--- src/rtl/cpu_pkg.sv ---
// Shared types and encodings for the instruction-sequencing controller:
// state enum, opcode/sub-op constants, one-hot register/write-back selects.
package cpu_pkg;

    // Controller states
    typedef enum logic [2:0] {
        WAIT      = 3'd0,
        DECODE    = 3'd1,
        WRITE_IMM = 3'd2,
        GET_A     = 3'd3,
        GET_B     = 3'd4,
        EXEC      = 3'd5,
        WRITE_REG = 3'd6,
        ILLEGAL   = 3'd7
    } state_t;

    // Opcode classes
    localparam logic [2:0] OPC_MOV = 3'b110;
    localparam logic [2:0] OPC_ALU = 3'b101;

    // MOV-class sub-ops
    localparam logic [1:0] MOV_REG = 2'b00;
    localparam logic [1:0] MOV_IMM = 2'b10;

    // ALU-class sub-ops (identical to ALUop)
    localparam logic [1:0] ALU_ADD = 2'b00;
    localparam logic [1:0] ALU_CMP = 2'b01;
    localparam logic [1:0] ALU_AND = 2'b10;
    localparam logic [1:0] ALU_MVN = 2'b11;

    // One-hot register select
    localparam logic [2:0] NSEL_NONE = 3'b000;
    localparam logic [2:0] NSEL_RN   = 3'b001;
    localparam logic [2:0] NSEL_RD   = 3'b010;
    localparam logic [2:0] NSEL_RM   = 3'b100;

    // One-hot write-back source select
    localparam logic [3:0] VSEL_NONE   = 4'b0000;
    localparam logic [3:0] VSEL_MDATA  = 4'b0001;
    localparam logic [3:0] VSEL_SXIMM8 = 4'b0010;
    localparam logic [3:0] VSEL_PC     = 4'b0100;
    localparam logic [3:0] VSEL_DP_OUT = 4'b1000;

    // Latched instruction fields
    typedef struct packed {
        logic [2:0] opcode;
        logic [1:0] op;
    } instr_t;

    // Full set of controller outputs
    typedef struct packed {
        logic       w;
        logic       err;
        logic [2:0] nsel;
        logic [3:0] vsel;
        logic       loada;
        logic       loadb;
        logic       asel;
        logic       bsel;
        logic       loadc;
        logic       loads;
        logic       write;
    } ctrl_t;

    // State that DECODE branches to for a given latched instruction
    function automatic state_t decode_target(instr_t i);
        state_t nxt;
        nxt = ILLEGAL;
        if (i.opcode == OPC_MOV) begin
            if (i.op == MOV_IMM)      nxt = WRITE_IMM;
            else if (i.op == MOV_REG) nxt = GET_B;
        end else if (i.opcode == OPC_ALU) begin
            // MVN has a single operand (Rm), so it skips loading A
            nxt = (i.op == ALU_MVN) ? GET_B : GET_A;
        end
        return nxt;
    endfunction

    function automatic logic is_cmp(instr_t i);
        return (i.opcode == OPC_ALU) && (i.op == ALU_CMP);
    endfunction

    function automatic logic is_mov_reg(instr_t i);
        return (i.opcode == OPC_MOV) && (i.op == MOV_REG);
    endfunction

endpackage

--- src/rtl/cpu_controller_if.sv ---
// Instruction request and datapath-control bundle between the sequencer
// (slave side: the controller) and whoever issues instructions (master side).
interface cpu_controller_if;
    import cpu_pkg::*;

    logic       s;
    logic [2:0] opcode;
    logic [1:0] op;
    logic       w;
    logic       err;
    logic [2:0] nsel;
    logic [3:0] vsel;
    logic       loada;
    logic       loadb;
    logic       asel;
    logic       bsel;
    logic       loadc;
    logic       loads;
    logic       write;

    modport master (
        output s, opcode, op,
        input  w, err, nsel, vsel, loada, loadb, asel, bsel, loadc, loads, write
    );

    modport slave (
        input  s, opcode, op,
        output w, err, nsel, vsel, loada, loadb, asel, bsel, loadc, loads, write
    );

endinterface

--- src/rtl/cpu_controller.sv ---
// Moore sequencer for a small register-machine datapath: accepts one
// instruction per request in WAIT, walks the read/execute/write-back steps,
// and decodes every control purely from state plus the latched instruction.
module cpu_controller
    import cpu_pkg::*;
(
    input  logic            clk,
    input  logic            rst_n,
    cpu_controller_if.slave bus
);

    state_t state;
    instr_t instr;
    ctrl_t  ctrl;

    // State register and instruction latch; the instruction is captured only in WAIT
    // NOTE: state uses non-blocking assignments so every flop samples pre-edge values;
    // the async reset forces WAIT immediately, independent of clk.
    always_ff @(posedge clk or negedge rst_n) begin
        if (!rst_n) begin
            state <= WAIT;
            instr <= '0;
        end else begin
            case (state)
                WAIT: begin
                    if (bus.s) begin
                        instr <= '{opcode: bus.opcode, op: bus.op};
                        state <= DECODE;
                    end
                end
                DECODE:    state <= decode_target(instr);
                WRITE_IMM: state <= WAIT;
                GET_A:     state <= GET_B;
                GET_B:     state <= EXEC;
                EXEC:      state <= is_cmp(instr) ? WAIT : WRITE_REG;
                WRITE_REG: state <= WAIT;
                ILLEGAL:   state <= WAIT;
                default:   state <= WAIT;
            endcase
        end
    end

    // Output decode from current state and latched instruction only
    // NOTE: ctrl is cleared first so every field has a value on every path;
    // without that default the unassigned fields would infer latches.
    always_comb begin
        ctrl = '0;
        case (state)
            WAIT: ctrl.w = 1'b1;
            WRITE_IMM: begin
                ctrl.nsel  = NSEL_RN;
                ctrl.vsel  = VSEL_SXIMM8;
                ctrl.write = 1'b1;
            end
            GET_A: begin
                ctrl.nsel  = NSEL_RN;
                ctrl.loada = 1'b1;
            end
            GET_B: begin
                ctrl.nsel  = NSEL_RM;
                ctrl.loadb = 1'b1;
            end
            EXEC: begin
                // MOV Rd,Rm passes B through with A forced to zero
                ctrl.asel = is_mov_reg(instr);
                ctrl.bsel = 1'b0;
                if (is_cmp(instr)) ctrl.loads = 1'b1;
                else               ctrl.loadc = 1'b1;
            end
            WRITE_REG: begin
                ctrl.nsel  = NSEL_RD;
                ctrl.vsel  = VSEL_DP_OUT;
                ctrl.write = 1'b1;
            end
            ILLEGAL: ctrl.err = 1'b1;
            default: ctrl = '0;
        endcase
    end

    assign bus.w     = ctrl.w;
    assign bus.err   = ctrl.err;
    assign bus.nsel  = ctrl.nsel;
    assign bus.vsel  = ctrl.vsel;
    assign bus.loada = ctrl.loada;
    assign bus.loadb = ctrl.loadb;
    assign bus.asel  = ctrl.asel;
    assign bus.bsel  = ctrl.bsel;
    assign bus.loadc = ctrl.loadc;
    assign bus.loads = ctrl.loads;
    assign bus.write = ctrl.write;

endmodule

--- src/flat_wrapper.sv ---
// flat-port wrapper written by rule: the top's interface ports become plain ports
module cpu_controller_flat import cpu_pkg::*;
  (clk, rst_n, bus_s, bus_opcode, bus_op, bus_w, bus_err, bus_nsel, bus_vsel, bus_loada, bus_loadb, bus_asel, bus_bsel, bus_loadc, bus_loads, bus_write);
  cpu_controller_if bus_i ();
  input  logic clk;
  input  logic rst_n;
  input wire logic [$bits(bus_i.s)-1:0] bus_s;
  input wire logic [$bits(bus_i.opcode)-1:0] bus_opcode;
  input wire logic [$bits(bus_i.op)-1:0] bus_op;
  output wire logic [$bits(bus_i.w)-1:0] bus_w;
  output wire logic [$bits(bus_i.err)-1:0] bus_err;
  output wire logic [$bits(bus_i.nsel)-1:0] bus_nsel;
  output wire logic [$bits(bus_i.vsel)-1:0] bus_vsel;
  output wire logic [$bits(bus_i.loada)-1:0] bus_loada;
  output wire logic [$bits(bus_i.loadb)-1:0] bus_loadb;
  output wire logic [$bits(bus_i.asel)-1:0] bus_asel;
  output wire logic [$bits(bus_i.bsel)-1:0] bus_bsel;
  output wire logic [$bits(bus_i.loadc)-1:0] bus_loadc;
  output wire logic [$bits(bus_i.loads)-1:0] bus_loads;
  output wire logic [$bits(bus_i.write)-1:0] bus_write;
  assign bus_i.s = bus_s;
  assign bus_i.opcode = bus_opcode;
  assign bus_i.op = bus_op;
  assign bus_w = bus_i.w;
  assign bus_err = bus_i.err;
  assign bus_nsel = bus_i.nsel;
  assign bus_vsel = bus_i.vsel;
  assign bus_loada = bus_i.loada;
  assign bus_loadb = bus_i.loadb;
  assign bus_asel = bus_i.asel;
  assign bus_bsel = bus_i.bsel;
  assign bus_loadc = bus_i.loadc;
  assign bus_loads = bus_i.loads;
  assign bus_write = bus_i.write;
  cpu_controller u_core (.clk(clk), .rst_n(rst_n), .bus(bus_i));
endmodule
--- config.mk ---
export PLATFORM = sky130hd
export DESIGN_NAME = cpu_controller_flat
export DESIGN_NICKNAME = d
export VERILOG_FILES = /design/src/rtl/cpu_pkg.sv /design/src/rtl/cpu_controller_if.sv /design/src/rtl/cpu_controller.sv /design/src/flat_wrapper.sv
export SDC_FILE = /design/constraint.sdc
export NUM_CORES = 1
export LEC_CHECK = 0
export CAP_MARGIN = 20
export CORE_AREA = 10 10 47 49
export CTS_CLUSTER_SIZE = 25
export DETAILED_ROUTE_END_ITERATION = 8
export DIE_AREA = 0 0 57 59
export DONT_BUFFER_PORTS = 1
export GPL_ROUTABILITY_DRIVEN = 0
export PLACE_DENSITY = 0.56
export SLEW_MARGIN = 20
export SYNTH_ARGS = -nofsm -noshare
export SYNTH_HDL_FRONTEND = slang
export SYNTH_SLANG_ARGS = --single-unit
--- constraint.sdc ---
create_clock -name clk -period 4.3 [get_ports clk]
set_clock_uncertainty 0.15 [all_clocks]
set_input_delay 0.215 -clock clk [delete_from_list [all_inputs] [get_ports clk]]
set_output_delay 0.215 -clock clk [all_outputs]
set_load 0.02 [all_outputs]
# Word level (Yosys, flattened, before mapping)
# Index checks and enable logic that the tools add are counted.
# word_totals
ff_bits	8
latch_bits	0
mem_bits_rw	0
rom_bits	0
in_bits	8
out_inout_bits	16
memories	0
# classes
addsub	0
n_mul	0
n_div	0
n_lt_le_gt_ge	0
n_eq_ne	13
shift	0
n_mux	18
bitwise	0
n_reduce_logical	8
# op_table
op	count
3-bit == test, second input constant	6
3-bit 2-to-1 mux	6
3-bit one-hot mux with 6 select lines	1
3-bit one-hot mux with 3 select lines	1
4-bit one-hot mux with 2 select lines	1
1-bit 2-to-1 mux	7
3-bit by 2-bit == test with 1-bit output, second input constant	2
2-bit == test, second input constant	2
4-bit 2-to-1 mux	1
2-bit OR reduction	2
3-bit by 1-bit == test with 1-bit output, second input constant	1
3-bit logical NOT	1
3-bit OR reduction	1
2-bit by 1-bit == test with 1-bit output, second input constant	1
1-bit logical AND	2
2-bit logical NOT	1
2-bit 2-to-1 mux	1
2-bit inequality test, second input constant	1
2-bit AND reduction	1

# Logic depth before layout (Yosys ltp)
# logic_depth
ltp_word	5
mapped_depth	5
depth_no_buf	3

# Least setup slack after synthesis
# Ideal clock, no wire load.
# synth_path
path_kind	flip-flop to output port
start	register u_core.state[1]
end	output port bus_asel
arrival_ns	1.544
setup_slack_ns	2.391
stages_incl_launch_ff	4
n_path_buf	0
cell_sequence	dfrtp_1 > nand2b_1 > or2_1 > nor4_1
# synth_via
elab_chain_cells	2
# synth_rtl
item	line	text
from (decl)	cpu_controller.sv:12	state_t state;
from (signal assigned)	cpu_controller.sv:31	DECODE: state <= decode_target(instr);
from (signal assigned)	cpu_controller.sv:35	EXEC: state <= is_cmp(instr) ? WAIT : WRITE_REG;
3-bit == test	cpu_controller.sv:48	case (state)
4-bit 2-to-1 mux	cpu_controller.sv:48	
to (decl)	flat_wrapper.sv:16	output wire logic [$bits(bus_i.asel)-1:0] bus_asel;
# No other way between the ends.

# Worst setup path after layout
# layout_path
start	register u_core.state[2]
end	output port bus_asel
# The elaborated chain is that of the path after synthesis.

==> summary.txt <==
Outcome
  • Status: finished, final reports clean

GRT
  • Vias in the first global route: 444
  • First-pass GRT wire length: 2210 µm
  • All-Layer GR Usage: 0.0814
  • Largest net degree at the start of global routing: 14
  • Grt total ovfl: 0
  • Initial antenna violation count: 0

STA
  • Fin. max-slew vios: 0
  • # setup viols final: 0
  • RSZ-0062 raised after global routing: false
  • Tmin final: 2.37 ns
  • Worst Setup Slack, final: 1.93 ns
  • Max Clk Rate: 421 MHz
  • Min Hold Slack: 0.0642 ns
  • Slew @ Worst Pin: 0.897 ns
  • Crit share post-route: 0.552
  • Slew HR: 0.396
  • Final setup TNS: 0 ns
  • Final hold vios: 0

Pwr
  • Switching power: 223 µW
  • VDD IR max: 0.294 mV
  • Combinational Power Share: 0.482
  • PD cells: 733 nW/µm²
  • Clock Power Share: 0.119
  • Net Sw Frac: 0.480
  • Cell-internal power: 242 µW
  • P_leak: 0.256 nW
  • Sequential share of power: 0.399

Drt
  • Wire per inst: 15.6 µm
  • Routed Antenna Nets: 0
  • Drc violations: 0
  • DRT iter0 DRCs: 2
  • Via/cell ratio: 5.32
  • Router iterations before antenna repair: 3
  • Post-Route WL: 1220 µm
  • Via count: 415

Finish
  • Register area: 200 µm²
  • Nets@finish: 72
  • Post-route insts no fill: 78
  • Final antenna diode count: 0
  • Filler cells: 159
  • Multi-input gate area: 314 µm²
  • Layout cell share with drive strength beyond 1: 0.177
  • Design area: 634 µm²
  • Layout area overhead: 10.7%

CTS
  • TritonCTS buffer count: 3
  • Hold buffer count at cts: 7
  • Max Root-Sink Buffers: 2
  • Setup Buffers After CTS: 0
  • CTS H-Tree Depth: 1
  • CTS tree: yes
  • Worst-skew pair later-pin latency: 0.25 ns
  • Clock-pin transition on the worst setup and hold timing paths: 0.05 ns
  • Post-CTS resize count: 0
  • Root Driver: clkbuf_4
  • Clk sinks: 8

Worst setup path
  • Critical path's largest stage delay: 0.75 ns
  • Worst Setup Path Type: register to output pin
  • Worst r2r path cells: 4
  • Critical path depth: 3
  • CP startpoint kind: register
  • CP Buf/Inv Count: 0
  • Crit path DAT: 2.01 ns
  • R2r setup slk: 2.29 ns
  • Reg-to-Reg End: u_core.instr[4]
  • Critical-path maximum fanout: 13
  • CP delay by family, top: simple AND/OR/NAND/NOR gates
  • Crit-path slowest cell: nor4_1
  • Worst path cell trace: nand2b_1, or2_1, nor4_1
  • Critical Path End Type: output pin
  • Required time of the critical path: 3.93 ns
  • R2R Path Start: u_core.state[2]

Floorplan
  • Die footprint: 3360 µm²
  • Die X: 57 µm
  • Die Y: 59 µm
  • Standard-cell row count: 14
  • # IOs: 24
  • Placeable core area: 1400 µm²
  • Initial Util: 0.409

Place
  • Post-Place Worst Slack: 2.16 ns
  • Area after DPL: 542 µm²
  • Port Buffers: 0
  • Cells after DPL: 68
  • Post-DP HPWL: 933 µm

Worst hold path
  • Worst Hold Class: input port to register
  • Hold path start: bus_s
  • Worst Hold Path EP: u_core.state[0]
  • Worst Hold Depth: 2

Logic synthesis
  • YS warnings: 0
  • Seq/Total Area, Yosys: 0.349
  • Synth Area per Inst: 10.1 µm²
  • #FFs+latches synth: 8
  • Cell Area, Synth: 573 µm²
  • Synth Instances: 57
  • Unique masters post-synth: 31

Job
  • MaxCap Viol Count: 0
[worst max path at each step]
| stage | slack, ns | from | to |
|---|---|---|---|
| 5_1_grt | 1.71 | u_core.state[2] | bus_asel |
| 3_3_place_gp | 2.20 | u_core.state[2] | bus_asel |
| 4_1_cts | 1.86 | u_core.state[2] | bus_asel |
| 2_1_floorplan | 2.39 | u_core.state[1] | bus_asel |
| 3_5_place_dp | 2.16 | u_core.state[2] | bus_asel |
| 6_report | 1.93 | u_core.state[2] | bus_asel |
[flip-flops by register name, indices dropped and copies added (netlist names)]
| register | count |
|---|---|
| u_core.instr | 5 |
| u_core.state | 3 |
[worst reg2reg max path, stage by stage (launching register included)]
cell           delay, ns
dfrtp_1             0.51
nor3_2              0.49
nand3_1             0.14
dlygate4sd3_1       0.57
o21ai_1             0.07
[metrics by stage]
step	utilization	total power, mW
after floorplan	-	0.391
after global placement	0.387	0.405
after detailed placement	0.387	0.406
after CTS	0.453	0.473
after global routing	0.453	0.511
final	0.453	0.465
[power by group through the flow]
stage / Combinational (mW) / Clock [mW] / Sequential, mW
floorplan: 0.240 / 0 / 0.151
global placement: 0.221 / 0 / 0.185
detailed placement: 0.219 / 0 / 0.187
CTS: 0.228 / 0.0596 / 0.186
global route: 0.249 / 0.0649 / 0.198
finish: 0.224 / 0.0554 / 0.186
[layout make-up]
type | count | share of cell area
Clock buffer | 3 | 0.0355
Tap cell | 16 | 0.0316
Sequential cell | 8 | 0.316
Timing Repair Buffer | 7 | 0.110
Multi-Input combinational cell | 42 | 0.495
Inverter | 2 | 0.0118
[kinds of logic after synthesis]
group / after synthesis / share of synthesized area
DFF: 8 / 0.349
muxes: 4 / 0.105
buffers and inverters: 9 / 0.116
AOI/OAI and AO/OA: 9 / 0.131
and+or+nand+nor: 26 / 0.293
other: 1 / 0.00654
[cells in the final DEF, fill, tap and decap left out, types with 2 or more instances in the layout]
cell type      synthesis  final
a211oi_1               2      2
nor2_1                 5      5
nor2b_1                5      5
dfrtp_1                8      8
dlygate4sd3_1          0      7
clkbuf_4               0      3
and2_1                 2      2
mux2_4                 4      4
conb_1                 1      3
inv_1                  2      2
[synthesized netlist by cell type]
master,n,area share
or4b_1,1,0.017
o211ai_1,1,0.013
buf_4,6,0.079
nor2_1,5,0.033
or3b_1,1,0.015
or2_1,1,0.011
a2111oi_0,1,0.015
a2111oi_1,1,0.017
o21a_1,1,0.013
a211oi_1,2,0.026
nor3_1,1,0.0087
inv_1,2,0.013
nand3_1,1,0.0087
nand2b_1,1,0.011
o21ai_1,1,0.0087
nor3_2,1,0.017
and2_1,2,0.022
nor2b_1,5,0.055
and3b_2,1,0.017
nor3b_1,1,0.013
dfrtp_1,8,0.35
and3_1,1,0.011
clkbuf_8,1,0.024
mux2_4,4,0.10
nand2_1,1,0.0065
and3_4,1,0.020
a41oi_1,1,0.015
conb_1,1,0.0065
nor4_1,1,0.011
a211oi_2,1,0.022
nand4b_1,1,0.015
[routing by layer]
metal	wire, µm	GRT usage
met5	0	0
met4	5	0.0403
met3	93	0.0451
met2	574	0.122
met1	541	0.0910
Note: power is estimated with default switching activity, not from simulation.
